$ cat src/rtl/sirv_tlresponder_qspi_1_if.sv
// TileLink-UL A/D channel plus byte-wide back-end port for the QSPI responder.
// The slave modport is the responder's view; master is the requester/back-end side.
interface sirv_tlresponder_qspi_1_if;
    logic        io_in_0_a_ready;
    logic        io_in_0_a_valid;
    logic [2:0]  io_in_0_a_bits_opcode;
    logic [2:0]  io_in_0_a_bits_param;
    logic [2:0]  io_in_0_a_bits_size;
    logic [6:0]  io_in_0_a_bits_source;
    logic [29:0] io_in_0_a_bits_address;
    logic        io_in_0_a_bits_mask;
    logic [7:0]  io_in_0_a_bits_data;
    logic        io_in_0_d_ready;
    logic        io_in_0_d_valid;
    logic [2:0]  io_in_0_d_bits_opcode;
    logic [1:0]  io_in_0_d_bits_param;
    logic [2:0]  io_in_0_d_bits_size;
    logic [6:0]  io_in_0_d_bits_source;
    logic        io_in_0_d_bits_sink;
    logic        io_in_0_d_bits_addr_lo;
    logic [7:0]  io_in_0_d_bits_data;
    logic        io_in_0_d_bits_error;
    logic        io_mem_req_valid;
    logic        io_mem_req_ready;
    logic        io_mem_req_write;
    logic [29:0] io_mem_req_addr;
    logic [7:0]  io_mem_req_wdata;
    logic        io_mem_rsp_valid;
    logic [7:0]  io_mem_rsp_rdata;
    logic        io_mem_rsp_error;

    modport slave (
        output io_in_0_a_ready,
        input  io_in_0_a_valid, io_in_0_a_bits_opcode, io_in_0_a_bits_param,
        input  io_in_0_a_bits_size, io_in_0_a_bits_source, io_in_0_a_bits_address,
        input  io_in_0_a_bits_mask, io_in_0_a_bits_data,
        input  io_in_0_d_ready,
        output io_in_0_d_valid, io_in_0_d_bits_opcode, io_in_0_d_bits_param,
        output io_in_0_d_bits_size, io_in_0_d_bits_source, io_in_0_d_bits_sink,
        output io_in_0_d_bits_addr_lo, io_in_0_d_bits_data, io_in_0_d_bits_error,
        output io_mem_req_valid, io_mem_req_write, io_mem_req_addr, io_mem_req_wdata,
        input  io_mem_req_ready,
        input  io_mem_rsp_valid, io_mem_rsp_rdata, io_mem_rsp_error
    );

    modport master (
        input  io_in_0_a_ready,
        output io_in_0_a_valid, io_in_0_a_bits_opcode, io_in_0_a_bits_param,
        output io_in_0_a_bits_size, io_in_0_a_bits_source, io_in_0_a_bits_address,
        output io_in_0_a_bits_mask, io_in_0_a_bits_data,
        output io_in_0_d_ready,
        input  io_in_0_d_valid, io_in_0_d_bits_opcode, io_in_0_d_bits_param,
        input  io_in_0_d_bits_size, io_in_0_d_bits_source, io_in_0_d_bits_sink,
        input  io_in_0_d_bits_addr_lo, io_in_0_d_bits_data, io_in_0_d_bits_error,
        input  io_mem_req_valid, io_mem_req_write, io_mem_req_addr, io_mem_req_wdata,
        output io_mem_req_ready,
        output io_mem_rsp_valid, io_mem_rsp_rdata, io_mem_rsp_error
    );
endinterface

$ cat src/rtl/sirv_tlresponder_qspi_1.sv
// Single-outstanding TileLink-UL responder for byte-sized QSPI fragments.
// Each A request becomes at most one back-end access and exactly one D beat.
module sirv_tlresponder_qspi_1 #(
    parameter int unsigned TIMEOUT = 255
) (
    input  logic clock,
    input  logic reset,
    sirv_tlresponder_qspi_1_if.slave bus
);
    typedef enum logic [1:0] {IDLE, REQ, WAIT, RESP} state_t;

    localparam logic [7:0] CNT_LAST = 8'(TIMEOUT - 1);

    state_t      state, state_nxt;
    logic [2:0]  opcode_q, size_q;
    logic [6:0]  source_q;
    logic [29:0] address_q;
    logic [7:0]  wdata_q, rdata_q, cnt_q;
    logic        err_q;
    logic        illegal, no_write, timeout_hit;

    assign illegal = !(bus.io_in_0_a_bits_opcode == 3'd0 || bus.io_in_0_a_bits_opcode == 3'd1 ||
                       bus.io_in_0_a_bits_opcode == 3'd4) || (bus.io_in_0_a_bits_size != 3'd0);
    assign no_write    = (bus.io_in_0_a_bits_opcode == 3'd1) && !bus.io_in_0_a_bits_mask;
    assign timeout_hit = (cnt_q == CNT_LAST);

    always_ff @(posedge clock or posedge reset) begin
        if (reset) state <= IDLE;
        else       state <= state_nxt;
    end

    always_comb begin
        state_nxt = state;
        case (state)
            IDLE: if (bus.io_in_0_a_valid) state_nxt = (illegal || no_write) ? RESP : REQ;
            REQ:  if (bus.io_mem_req_ready) state_nxt = WAIT;
            WAIT: if (bus.io_mem_rsp_valid || timeout_hit) state_nxt = RESP;
            RESP: if (bus.io_in_0_d_ready) state_nxt = IDLE;
            default: state_nxt = IDLE;
        endcase
    end

    always_ff @(posedge clock or posedge reset) begin
        if (reset) begin
            opcode_q  <= '0;
            size_q    <= '0;
            source_q  <= '0;
            address_q <= '0;
            wdata_q   <= '0;
            rdata_q   <= '0;
            cnt_q     <= '0;
            err_q     <= 1'b0;
        end else begin
            case (state)
                IDLE: if (bus.io_in_0_a_valid) begin
                    opcode_q  <= bus.io_in_0_a_bits_opcode;
                    size_q    <= bus.io_in_0_a_bits_size;
                    source_q  <= bus.io_in_0_a_bits_source;
                    address_q <= bus.io_in_0_a_bits_address;
                    wdata_q   <= bus.io_in_0_a_bits_data;
                    rdata_q   <= '0;
                    err_q     <= illegal;
                end
                REQ: if (bus.io_mem_req_ready) cnt_q <= '0;
                WAIT: begin
                    cnt_q <= cnt_q + 8'd1;
                    // A response landing on the last timeout cycle still wins.
                    if (bus.io_mem_rsp_valid) begin
                        rdata_q <= (opcode_q == 3'd4) ? bus.io_mem_rsp_rdata : 8'd0;
                        err_q   <= bus.io_mem_rsp_error;
                    end else if (timeout_hit) begin
                        rdata_q <= '0;
                        err_q   <= 1'b1;
                    end
                end
                default: ;
            endcase
        end
    end

    assign bus.io_in_0_a_ready        = (state == IDLE);
    assign bus.io_in_0_d_valid        = (state == RESP);
    assign bus.io_in_0_d_bits_opcode  = (opcode_q == 3'd4) ? 3'd1 : 3'd0;
    assign bus.io_in_0_d_bits_param   = 2'd0;
    assign bus.io_in_0_d_bits_size    = size_q;
    assign bus.io_in_0_d_bits_source  = source_q;
    assign bus.io_in_0_d_bits_sink    = 1'b0;
    assign bus.io_in_0_d_bits_addr_lo = address_q[0];
    assign bus.io_in_0_d_bits_data    = rdata_q;
    assign bus.io_in_0_d_bits_error   = err_q;

    assign bus.io_mem_req_valid = (state == REQ);
    assign bus.io_mem_req_write = (opcode_q != 3'd4);
    assign bus.io_mem_req_addr  = address_q;
    assign bus.io_mem_req_wdata = wdata_q;
endmodule

$ cat src/flat_wrapper.sv
// flat-port wrapper written by rule: the top's interface ports become plain ports
module sirv_tlresponder_qspi_1_flat 
#(
    parameter int unsigned TIMEOUT = 255
)
  (clock, reset, bus_io_in_0_a_ready, bus_io_in_0_a_valid, bus_io_in_0_a_bits_opcode, bus_io_in_0_a_bits_param, bus_io_in_0_a_bits_size, bus_io_in_0_a_bits_source, bus_io_in_0_a_bits_address, bus_io_in_0_a_bits_mask, bus_io_in_0_a_bits_data, bus_io_in_0_d_ready, bus_io_in_0_d_valid, bus_io_in_0_d_bits_opcode, bus_io_in_0_d_bits_param, bus_io_in_0_d_bits_size, bus_io_in_0_d_bits_source, bus_io_in_0_d_bits_sink, bus_io_in_0_d_bits_addr_lo, bus_io_in_0_d_bits_data, bus_io_in_0_d_bits_error, bus_io_mem_req_valid, bus_io_mem_req_write, bus_io_mem_req_addr, bus_io_mem_req_wdata, bus_io_mem_req_ready, bus_io_mem_rsp_valid, bus_io_mem_rsp_rdata, bus_io_mem_rsp_error);
  sirv_tlresponder_qspi_1_if bus_i ();
  input  logic clock;
  input  logic reset;
  output wire logic [$bits(bus_i.io_in_0_a_ready)-1:0] bus_io_in_0_a_ready;
  input wire logic [$bits(bus_i.io_in_0_a_valid)-1:0] bus_io_in_0_a_valid;
  input wire logic [$bits(bus_i.io_in_0_a_bits_opcode)-1:0] bus_io_in_0_a_bits_opcode;
  input wire logic [$bits(bus_i.io_in_0_a_bits_param)-1:0] bus_io_in_0_a_bits_param;
  input wire logic [$bits(bus_i.io_in_0_a_bits_size)-1:0] bus_io_in_0_a_bits_size;
  input wire logic [$bits(bus_i.io_in_0_a_bits_source)-1:0] bus_io_in_0_a_bits_source;
  input wire logic [$bits(bus_i.io_in_0_a_bits_address)-1:0] bus_io_in_0_a_bits_address;
  input wire logic [$bits(bus_i.io_in_0_a_bits_mask)-1:0] bus_io_in_0_a_bits_mask;
  input wire logic [$bits(bus_i.io_in_0_a_bits_data)-1:0] bus_io_in_0_a_bits_data;
  input wire logic [$bits(bus_i.io_in_0_d_ready)-1:0] bus_io_in_0_d_ready;
  output wire logic [$bits(bus_i.io_in_0_d_valid)-1:0] bus_io_in_0_d_valid;
  output wire logic [$bits(bus_i.io_in_0_d_bits_opcode)-1:0] bus_io_in_0_d_bits_opcode;
  output wire logic [$bits(bus_i.io_in_0_d_bits_param)-1:0] bus_io_in_0_d_bits_param;
  output wire logic [$bits(bus_i.io_in_0_d_bits_size)-1:0] bus_io_in_0_d_bits_size;
  output wire logic [$bits(bus_i.io_in_0_d_bits_source)-1:0] bus_io_in_0_d_bits_source;
  output wire logic [$bits(bus_i.io_in_0_d_bits_sink)-1:0] bus_io_in_0_d_bits_sink;
  output wire logic [$bits(bus_i.io_in_0_d_bits_addr_lo)-1:0] bus_io_in_0_d_bits_addr_lo;
  output wire logic [$bits(bus_i.io_in_0_d_bits_data)-1:0] bus_io_in_0_d_bits_data;
  output wire logic [$bits(bus_i.io_in_0_d_bits_error)-1:0] bus_io_in_0_d_bits_error;
  output wire logic [$bits(bus_i.io_mem_req_valid)-1:0] bus_io_mem_req_valid;
  output wire logic [$bits(bus_i.io_mem_req_write)-1:0] bus_io_mem_req_write;
  output wire logic [$bits(bus_i.io_mem_req_addr)-1:0] bus_io_mem_req_addr;
  output wire logic [$bits(bus_i.io_mem_req_wdata)-1:0] bus_io_mem_req_wdata;
  input wire logic [$bits(bus_i.io_mem_req_ready)-1:0] bus_io_mem_req_ready;
  input wire logic [$bits(bus_i.io_mem_rsp_valid)-1:0] bus_io_mem_rsp_valid;
  input wire logic [$bits(bus_i.io_mem_rsp_rdata)-1:0] bus_io_mem_rsp_rdata;
  input wire logic [$bits(bus_i.io_mem_rsp_error)-1:0] bus_io_mem_rsp_error;
  assign bus_io_in_0_a_ready = bus_i.io_in_0_a_ready;
  assign bus_i.io_in_0_a_valid = bus_io_in_0_a_valid;
  assign bus_i.io_in_0_a_bits_opcode = bus_io_in_0_a_bits_opcode;
  assign bus_i.io_in_0_a_bits_param = bus_io_in_0_a_bits_param;
  assign bus_i.io_in_0_a_bits_size = bus_io_in_0_a_bits_size;
  assign bus_i.io_in_0_a_bits_source = bus_io_in_0_a_bits_source;
  assign bus_i.io_in_0_a_bits_address = bus_io_in_0_a_bits_address;
  assign bus_i.io_in_0_a_bits_mask = bus_io_in_0_a_bits_mask;
  assign bus_i.io_in_0_a_bits_data = bus_io_in_0_a_bits_data;
  assign bus_i.io_in_0_d_ready = bus_io_in_0_d_ready;
  assign bus_io_in_0_d_valid = bus_i.io_in_0_d_valid;
  assign bus_io_in_0_d_bits_opcode = bus_i.io_in_0_d_bits_opcode;
  assign bus_io_in_0_d_bits_param = bus_i.io_in_0_d_bits_param;
  assign bus_io_in_0_d_bits_size = bus_i.io_in_0_d_bits_size;
  assign bus_io_in_0_d_bits_source = bus_i.io_in_0_d_bits_source;
  assign bus_io_in_0_d_bits_sink = bus_i.io_in_0_d_bits_sink;
  assign bus_io_in_0_d_bits_addr_lo = bus_i.io_in_0_d_bits_addr_lo;
  assign bus_io_in_0_d_bits_data = bus_i.io_in_0_d_bits_data;
  assign bus_io_in_0_d_bits_error = bus_i.io_in_0_d_bits_error;
  assign bus_io_mem_req_valid = bus_i.io_mem_req_valid;
  assign bus_io_mem_req_write = bus_i.io_mem_req_write;
  assign bus_io_mem_req_addr = bus_i.io_mem_req_addr;
  assign bus_io_mem_req_wdata = bus_i.io_mem_req_wdata;
  assign bus_i.io_mem_req_ready = bus_io_mem_req_ready;
  assign bus_i.io_mem_rsp_valid = bus_io_mem_rsp_valid;
  assign bus_i.io_mem_rsp_rdata = bus_io_mem_rsp_rdata;
  assign bus_i.io_mem_rsp_error = bus_io_mem_rsp_error;
  sirv_tlresponder_qspi_1 #(.TIMEOUT(TIMEOUT)) u_core (.clock(clock), .reset(reset), .bus(bus_i));
endmodule
$ cat config.mk
export PLATFORM = sky130hd
export DESIGN_NAME = sirv_tlresponder_qspi_1_flat
export DESIGN_NICKNAME = d
export VERILOG_FILES = /design/src/rtl/sirv_tlresponder_qspi_1_if.sv /design/src/rtl/sirv_tlresponder_qspi_1.sv /design/src/flat_wrapper.sv
export SDC_FILE = /design/constraint.sdc
export NUM_CORES = 1
export LEC_CHECK = 0
export BUFFER_PORTS_ARGS = -buffer_cell sky130_fd_sc_hd__buf_2
export CAP_MARGIN = 15
export CORE_AREA = 2 2 90 92
export CTS_CLUSTER_DIAMETER = 120
export DETAILED_ROUTE_END_ITERATION = 10
export DIE_AREA = 0 0 92 94
export PLACE_DENSITY = 0.69
export SYNTH_ARGS = -nofsm -noshare
export SYNTH_HDL_FRONTEND = slang
export SYNTH_SLANG_ARGS = --single-unit
$ cat constraint.sdc
create_clock -name clock -period 4.7 [get_ports clock]
set_input_delay 0.235 -clock clock [delete_from_list [all_inputs] [get_ports clock]]
set_output_delay 0.235 -clock clock [all_outputs]
set_load 0.005 [all_outputs]
==> flow_summary.toml, run 1 <==
[outcome]
outcome = "finished, final reports clean"

[min_path]
timing.hold.worst.class = "in -> reg"

[place]
postPlaceCellArea_um2 = 3730
numPlacedInstances = 452
port-buffer-count = 129
dp_hpwl_mm = 4.29
finalWeightedCongestion = 0.757

[synth]
syn_inst = 229
async_reset_ff_frac = 1.00
yosys_register_bits = 70
synth.yosys.warnings = 0
ys_types = 33
prevailing_post_synth_register_cell = "sky130_fd_sc_hd__dfrtp_1"
synth_edf_count = 0
mappedNetlistArea_um2 = 3020
synth_sequential_area_ratio = 0.579
avg_synthesized_cell_area_um2 = 13.2

[clocking]
post-cts-setup-buffers = 0
htree_levels = 3
cts.root.buffer_cell = "sky130_fd_sc_hd__clkbuf_8"
clock_latency_ns = 0.33
hold_buffers = 0
worst_setup_hold_path_clk_slew_ns = 0.07
clkSinkCount = 70
ctsResizeCount = 0
cts_buffers = 9
clk_path_buf_depth = 2
cts_tree = "built"

[sta]
setup_tns_ns = 0
timing_limited_maximum_frequency_ghz = 0.464
final_number_of_setup_violating_endpoints = 0
worst_hold_slack_ns = 0.131
timing.final.crit_share = 0.458
slew-limit-headroom = 0.439
rsz_0062_raised_after_global_routing = "no"
timing.final.hold_violations = 0
number_of_max_slew_violations_in_the_final_report = 0
layout_min_cycle_time_ns = 2.15
worstMarginPinSlew_ns = 0.842
fin_worst_skew_ns = 0.00459

[grt]
grt_first_pass_wirelength_mm = 9.41
antenna_found_initial = 0
vias_in_the_first_global_route = 2110
grt_use_total = 0.138
grt_start_max_net_pins = 71
grt_overflow_total = 0

[route]
drt_first_pass_iters = 4
post_drt_via_cell_ratio = 4.63
final_antenna_net_count = 0
detailedRoute.firstIterationViolations = 26
detail_route.wirelength_mm = 5.89
drc = 0
vias = 2166
post_drt_wl_per_cell_um = 12.6

[cells_and_area]
finish.net_count = 437
syn_to_final_growth_pct = 30.5
layout-drive-gt1-share = 0.560
design_area_um2 = 3950
antenna_cells_inserted = 0
final_cell_count_no_fill = 468

[flow_run]
max-cap-violations = 0

[worst_setup_path]
worst-path-max-fanout = 12
crit_path_launch_type = "register"
path_class = "reg -> reg"
cp_data_arrival_time_ns = 2.37
critPathRequiredTime_ns = 4.92
worstSetupEndpointType = "register"

[power]
pwr-share-clk = 0.218
power_density_nw_per_um2 = 604
power.net_switching_w = 0.000715
seq_power_share = 0.414
netSwitchingFraction = 0.300
power_frac_comb = 0.368
total_leakage_power_nw = 1.96
vdd_ir_drop_max_v = 0.000256
power.internal_w = 0.00167

[die]
dieHeight_um = 94
fp.dieW_um = 92
ioPinCount = 138
placementRows = 32
initial_utilization = 0.398
coreArea_um2 = 7610
die_area_um2 = 8650
worst paths after layout:
| path | depth (start not counted) | to | startpoint | slack [ns] |
|---|---|---|---|---|
| worst max-delay path | 6 | u_core.bus.io_in_0_d_bits_error$_DFFE_PP0P_ | u_core.state[0]$_DFFE_PP0P_ | 2.55 |
| worst min-delay path | 2 | u_core.bus.io_mem_req_wdata[6]$_DFFE_PP0P_ | bus_io_in_0_a_bits_data[6] | 0.13 |
| worst max register to register | 6 | u_core.bus.io_in_0_d_bits_error$_DFFE_PP0P_ | u_core.state[0]$_DFFE_PP0P_ | 2.55 |
| worst min register to register | 1 | u_core.bus.io_mem_req_addr[1]$_DFFE_PP0P_ | u_core.bus.io_mem_req_addr[1]$_DFFE_PP0P_ | 0.50 |
| max in group asynchronous | 3 | u_core.bus.io_mem_req_addr[28]$_DFFE_PP0P_ | reset | 3.99 |
| min in group asynchronous | 3 | u_core.bus.io_mem_req_addr[8]$_DFFE_PP0P_ | reset | 0.16 |
cell families (layout without fill, tap and decap cells):
group                      count (synthesis)  count (layout)  share of synthesized area
xor gates and xnor gates                   2               2                    0.00579
muxes                                     63              63                      0.232
buffers and inverters                     28             161                     0.0496
adders and majority gates                  6               6                     0.0248
DFF                                       70              70                      0.579
other                                      1               5                    0.00124
and+or+nand+nor                           41              41                     0.0666
AOI/OAI and AO/OA                         18              18                     0.0410
cell usage in the layout (no fill, tap or decap), drive strengths merged, types with 5 or more instances in the layout:
cell type  instances
clkbuf            12
nor2               8
o21ai              8
mux2              53
nand2             14
inv               14
mux2i             10
conb               5
buf              131
dfrtp             70
nand2b             6
ha                 6
registers in the layout, summed over array words and instances, names as in the netlist:
name                              cells
u_core.bus.io_mem_req_wdata           8
u_core.opcode_q                       3
u_core.bus.io_mem_req_addr           30
u_core.bus.io_in_0_d_bits_data        8
u_core.bus.io_in_0_d_bits_error       1
u_core.bus.io_in_0_d_bits_source      7
u_core.cnt_q                          8
u_core.bus.io_in_0_d_bits_size        3
u_core.state                          2
synth_stat cells, types with 2 or more instances:
| library cell | number | area [µm²] |
|---|---|---|
| sky130_fd_sc_hd__ha_1 | 6 | 75.1 |
| sky130_fd_sc_hd__nand2b_1 | 6 | 37.5 |
| sky130_fd_sc_hd__a21oi_1 | 2 | 10.0 |
| sky130_fd_sc_hd__nor2b_1 | 2 | 12.5 |
| sky130_fd_sc_hd__nor2_1 | 7 | 26.3 |
| sky130_fd_sc_hd__o21ai_0 | 7 | 35.0 |
| sky130_fd_sc_hd__buf_2 | 6 | 30.0 |
| sky130_fd_sc_hd__dfrtp_1 | 70 | 1750 |
| sky130_fd_sc_hd__mux2i_1 | 10 | 100 |
| sky130_fd_sc_hd__inv_1 | 14 | 52.6 |
| sky130_fd_sc_hd__nand3_1 | 4 | 20.0 |
| sky130_fd_sc_hd__nand2_1 | 14 | 52.6 |
| sky130_fd_sc_hd__xnor2_1 | 2 | 17.5 |
| sky130_fd_sc_hd__buf_4 | 6 | 45.0 |
| sky130_fd_sc_hd__nor3_1 | 3 | 15.0 |
| sky130_fd_sc_hd__mux2_2 | 52 | 586 |
| sky130_fd_sc_hd__buf_6 | 2 | 22.5 |
power groups by stage:
stage                     combinational [W]  sequential [W]  clock, W
final                              0.000878        0.000987  0.000520
after global routing               0.000972         0.00102  0.000566
after CTS                          0.000900        0.000990  0.000540
after detailed placement           0.000898        0.000999         0
after global placement             0.000882        0.000985         0
after floorplan                    0.000545         0.00102         0
worst max-delay path, stage by stage, from the launching register on:
cell and delay [ns]:
sky130_fd_sc_hd__dfrtp_1 0.38, sky130_fd_sc_hd__inv_1 0.09, sky130_fd_sc_hd__ha_1 0.35, sky130_fd_sc_hd__nor2b_1 0.20, sky130_fd_sc_hd__o21ai_1 0.09, sky130_fd_sc_hd__a21boi_2 0.59
sky130_fd_sc_hd__mux2_4 0.35
stage by stage:
stage	setup WS (ns)	utilization	total power [W]
after global placement	2.56	0.491	0.00187
after floorplan	2.70	-	0.00156
after CTS	2.52	0.519	0.00243
after detailed placement	2.53	0.491	0.00190
final	2.55	0.519	0.00238
after global routing	2.37	0.519	0.00256
layout make-up:
class	instances	area (µm²)
clock inverter	4	70.1
clock buffer	12	145
tap	102	128
fill	725	3660
inverter	14	52.6
sequential	70	1750
multi-input combinational	135	1140
timing repair buffer	131	661
metal layers:
| metal | routed length [µm] | global-route usage | part of all wire | up-vias |
|---|---|---|---|---|
| met5 | 0 | 0 | 0 | - |
| met2 | 2840 | 0.225 | 0.48 | 83 |
| met3 | 463 | 0.0441 | 0.079 | 8 |
| li1 | - | - | - | 1034 |
| met4 | 76 | 0.0634 | 0.013 | 0 |
| met1 | 2510 | 0.168 | 0.43 | 1041 |
(Power assumes the default switching activity.)
==> run 2: changes to the inputs <==
- clock period: 4.7 -> 2.2 ns (I/O delays scaled with it)
==> run 2 against run 1 <==
Net effect: critical path depth stayed put; non-clock buffer count is 26 higher; register-to-register slack worse by 2.3 ns; critical path type unchanged.
==> flow_summary.toml, run 2 (synthesis gave the netlist of run 1 again) <==
[die]
initial_utilization = 0.398
coreArea_um2 = 7610
die_area_um2 = 8650
ioPinCount = 138
dieHeight_um = 94
placementRows = 32
fp.dieW_um = 92

[sta]
timing.final.crit_share = 0.898
rsz_0062_raised_after_global_routing = "no"
fin_worst_skew_ns = 0.0102
worstMarginPinSlew_ns = 0.825
timing_limited_maximum_frequency_ghz = 0.506
number_of_max_slew_violations_in_the_final_report = 0
timing.final.hold_violations = 0
slew-limit-headroom = 0.434
setup_tns_ns = 0
layout_min_cycle_time_ns = 1.98
final_number_of_setup_violating_endpoints = 0

[worst_setup_path]
worstSetupEndpointType = "register"
crit_path_launch_type = "register"
critPathRequiredTime_ns = 2.41
path_delay_family = "multiplexers"
worst-path-max-fanout = 12
path_class = "reg -> reg"
cp_data_arrival_time_ns = 2.19
timing.critical_path.cells = "inv_1 -> ha_1 -> mux2i_1 -> nor3_1 -> a21o_1 -> a22o_1"
critical_path_buf_inv_count = 1
critPathMaxStageDelay_ns = 0.65
cpMaxStageDelayCell = "sky130_fd_sc_hd__mux2i_1"

[cells_and_area]
syn_to_final_growth_pct = 39.9
ff_latch_area_um2 = 1750
multi_input_area_um2 = 1140
fillCellCount = 680
final_core_util = 0.556
largest_reg_flops = 30
layout-drive-gt1-share = 0.538
final_cell_count_no_fill = 494
finish.net_count = 463
antenna_cells_inserted = 0
mostFrequentLayoutCell = "sky130_fd_sc_hd__buf_2"
layout.cells.most_common_list = "sky130_fd_sc_hd__buf_2, sky130_fd_sc_hd__dfrtp_1, sky130_fd_sc_hd__mux2_2, sky130_fd_sc_hd__dlygate4sd3_1"

[power]
vdd_ir_drop_max_v = 0.000528
power_density_nw_per_um2 = 1240
total_leakage_power_nw = 2.08

[grt]
antenna_found_initial = 0
grt_overflow_total = 0
vias_in_the_first_global_route = 2213
grt_first_pass_wirelength_mm = 10.1
grt_start_max_net_pins = 41
grt_use_total = 0.149

[clocking]
cts_buffers = 9
worst_setup_hold_path_clk_slew_ns = 0.08
cts_tree = "built"
post-cts-setup-buffers = 0
cts.root.buffer_cell = "sky130_fd_sc_hd__clkbuf_8"
clk_path_buf_depth = 2
clock_latency_ns = 0.33
hold_buffers = 22
ctsResizeCount = 0
htree_levels = 3
clkSinkCount = 70

[route]
vias = 2229
post_drt_wl_per_cell_um = 12.9
drt_first_pass_iters = 4
post_drt_via_cell_ratio = 4.51
drc = 0
detail_route.wirelength_mm = 6.37
final_antenna_net_count = 0
detailedRoute.firstIterationViolations = 29

[place]
port-buffer-count = 129
finalWeightedCongestion = 0.751
dp_hpwl_mm = 4.52
numPlacedInstances = 456

[min_path]
timing.hold.worst.class = "in -> reg"

[flow_run]
max-cap-violations = 0

[outcome]
outcome = "finished, final reports clean"
==> run 2: routing by layer <==
metal | up-vias | track usage | part of all wire
met4 | 0 | 0.0547 | 0.011
met3 | 9 | 0.0433 | 0.065
met2 | 79 | 0.257 | 0.50
met5 | - | 0 | 0
met1 | 1058 | 0.176 | 0.43
li1 | 1083 | - | -
==> run 2: worst paths after layout <==
kind,startpoint,endpoint,slack [ns],cells past startpoint
max,u_core.state[0]$_DFFE_PP0P_,u_core.cnt_q[4]$_DFFE_PP0P_,0.22,6
min,bus_io_in_0_a_bits_address[2],u_core.bus.io_mem_req_addr[2]$_DFFE_PP0P_,0.02,2
max reg2reg,u_core.state[0]$_DFFE_PP0P_,u_core.cnt_q[4]$_DFFE_PP0P_,0.22,6
min reg2reg,u_core.bus.io_in_0_d_bits_source[4]$_DFFE_PP0P_,u_core.bus.io_in_0_d_bits_source[4]$_DFFE_PP0P_,0.50,1
max in group asynchronous,reset,u_core.bus.io_mem_req_addr[1]$_DFFE_PP0P_,1.25,4
min in group asynchronous,reset,u_core.bus.io_mem_req_addr[20]$_DFFE_PP0P_,0.35,3
==> run 2: where the power goes <==
group / internal, W / switching, W / total (W)
clock: 0.000665 / 0.000470 / 0.00114
combinational: 0.00113 / 0.000853 / 0.00198
sequential: 0.00184 / 0.000281 / 0.00212
total: 0.00364 / 0.00160 / 0.00524
==> run 2: final cells by class <==
cell class | instances | share of cell area
well taps | 102 | 0.0302
flip-flops and latches | 70 | 0.414
clock buffers | 10 | 0.0325
repair buffers | 157 | 0.221
clock inverters | 6 | 0.0201
inverters | 14 | 0.0124
multi-input cells | 135 | 0.269
==> run 2: stage by stage <==
step | instance area [µm²] | hold WS, ns | power, W | worst slack, ns
5_1_grt | 4230 | 0.00125 | 0.00562 | 0.0652
3_5_place_dp | 3790 | 0.181 | 0.00411 | 0.255
6_report | 4230 | 0.0153 | 0.00524 | 0.223
4_1_cts | 4230 | 0.000100 | 0.00530 | 0.237
2_1_floorplan | 3040 | 0.247 | 0.00333 | 0.322
3_3_place_gp | 3790 | 0.174 | 0.00404 | 0.306
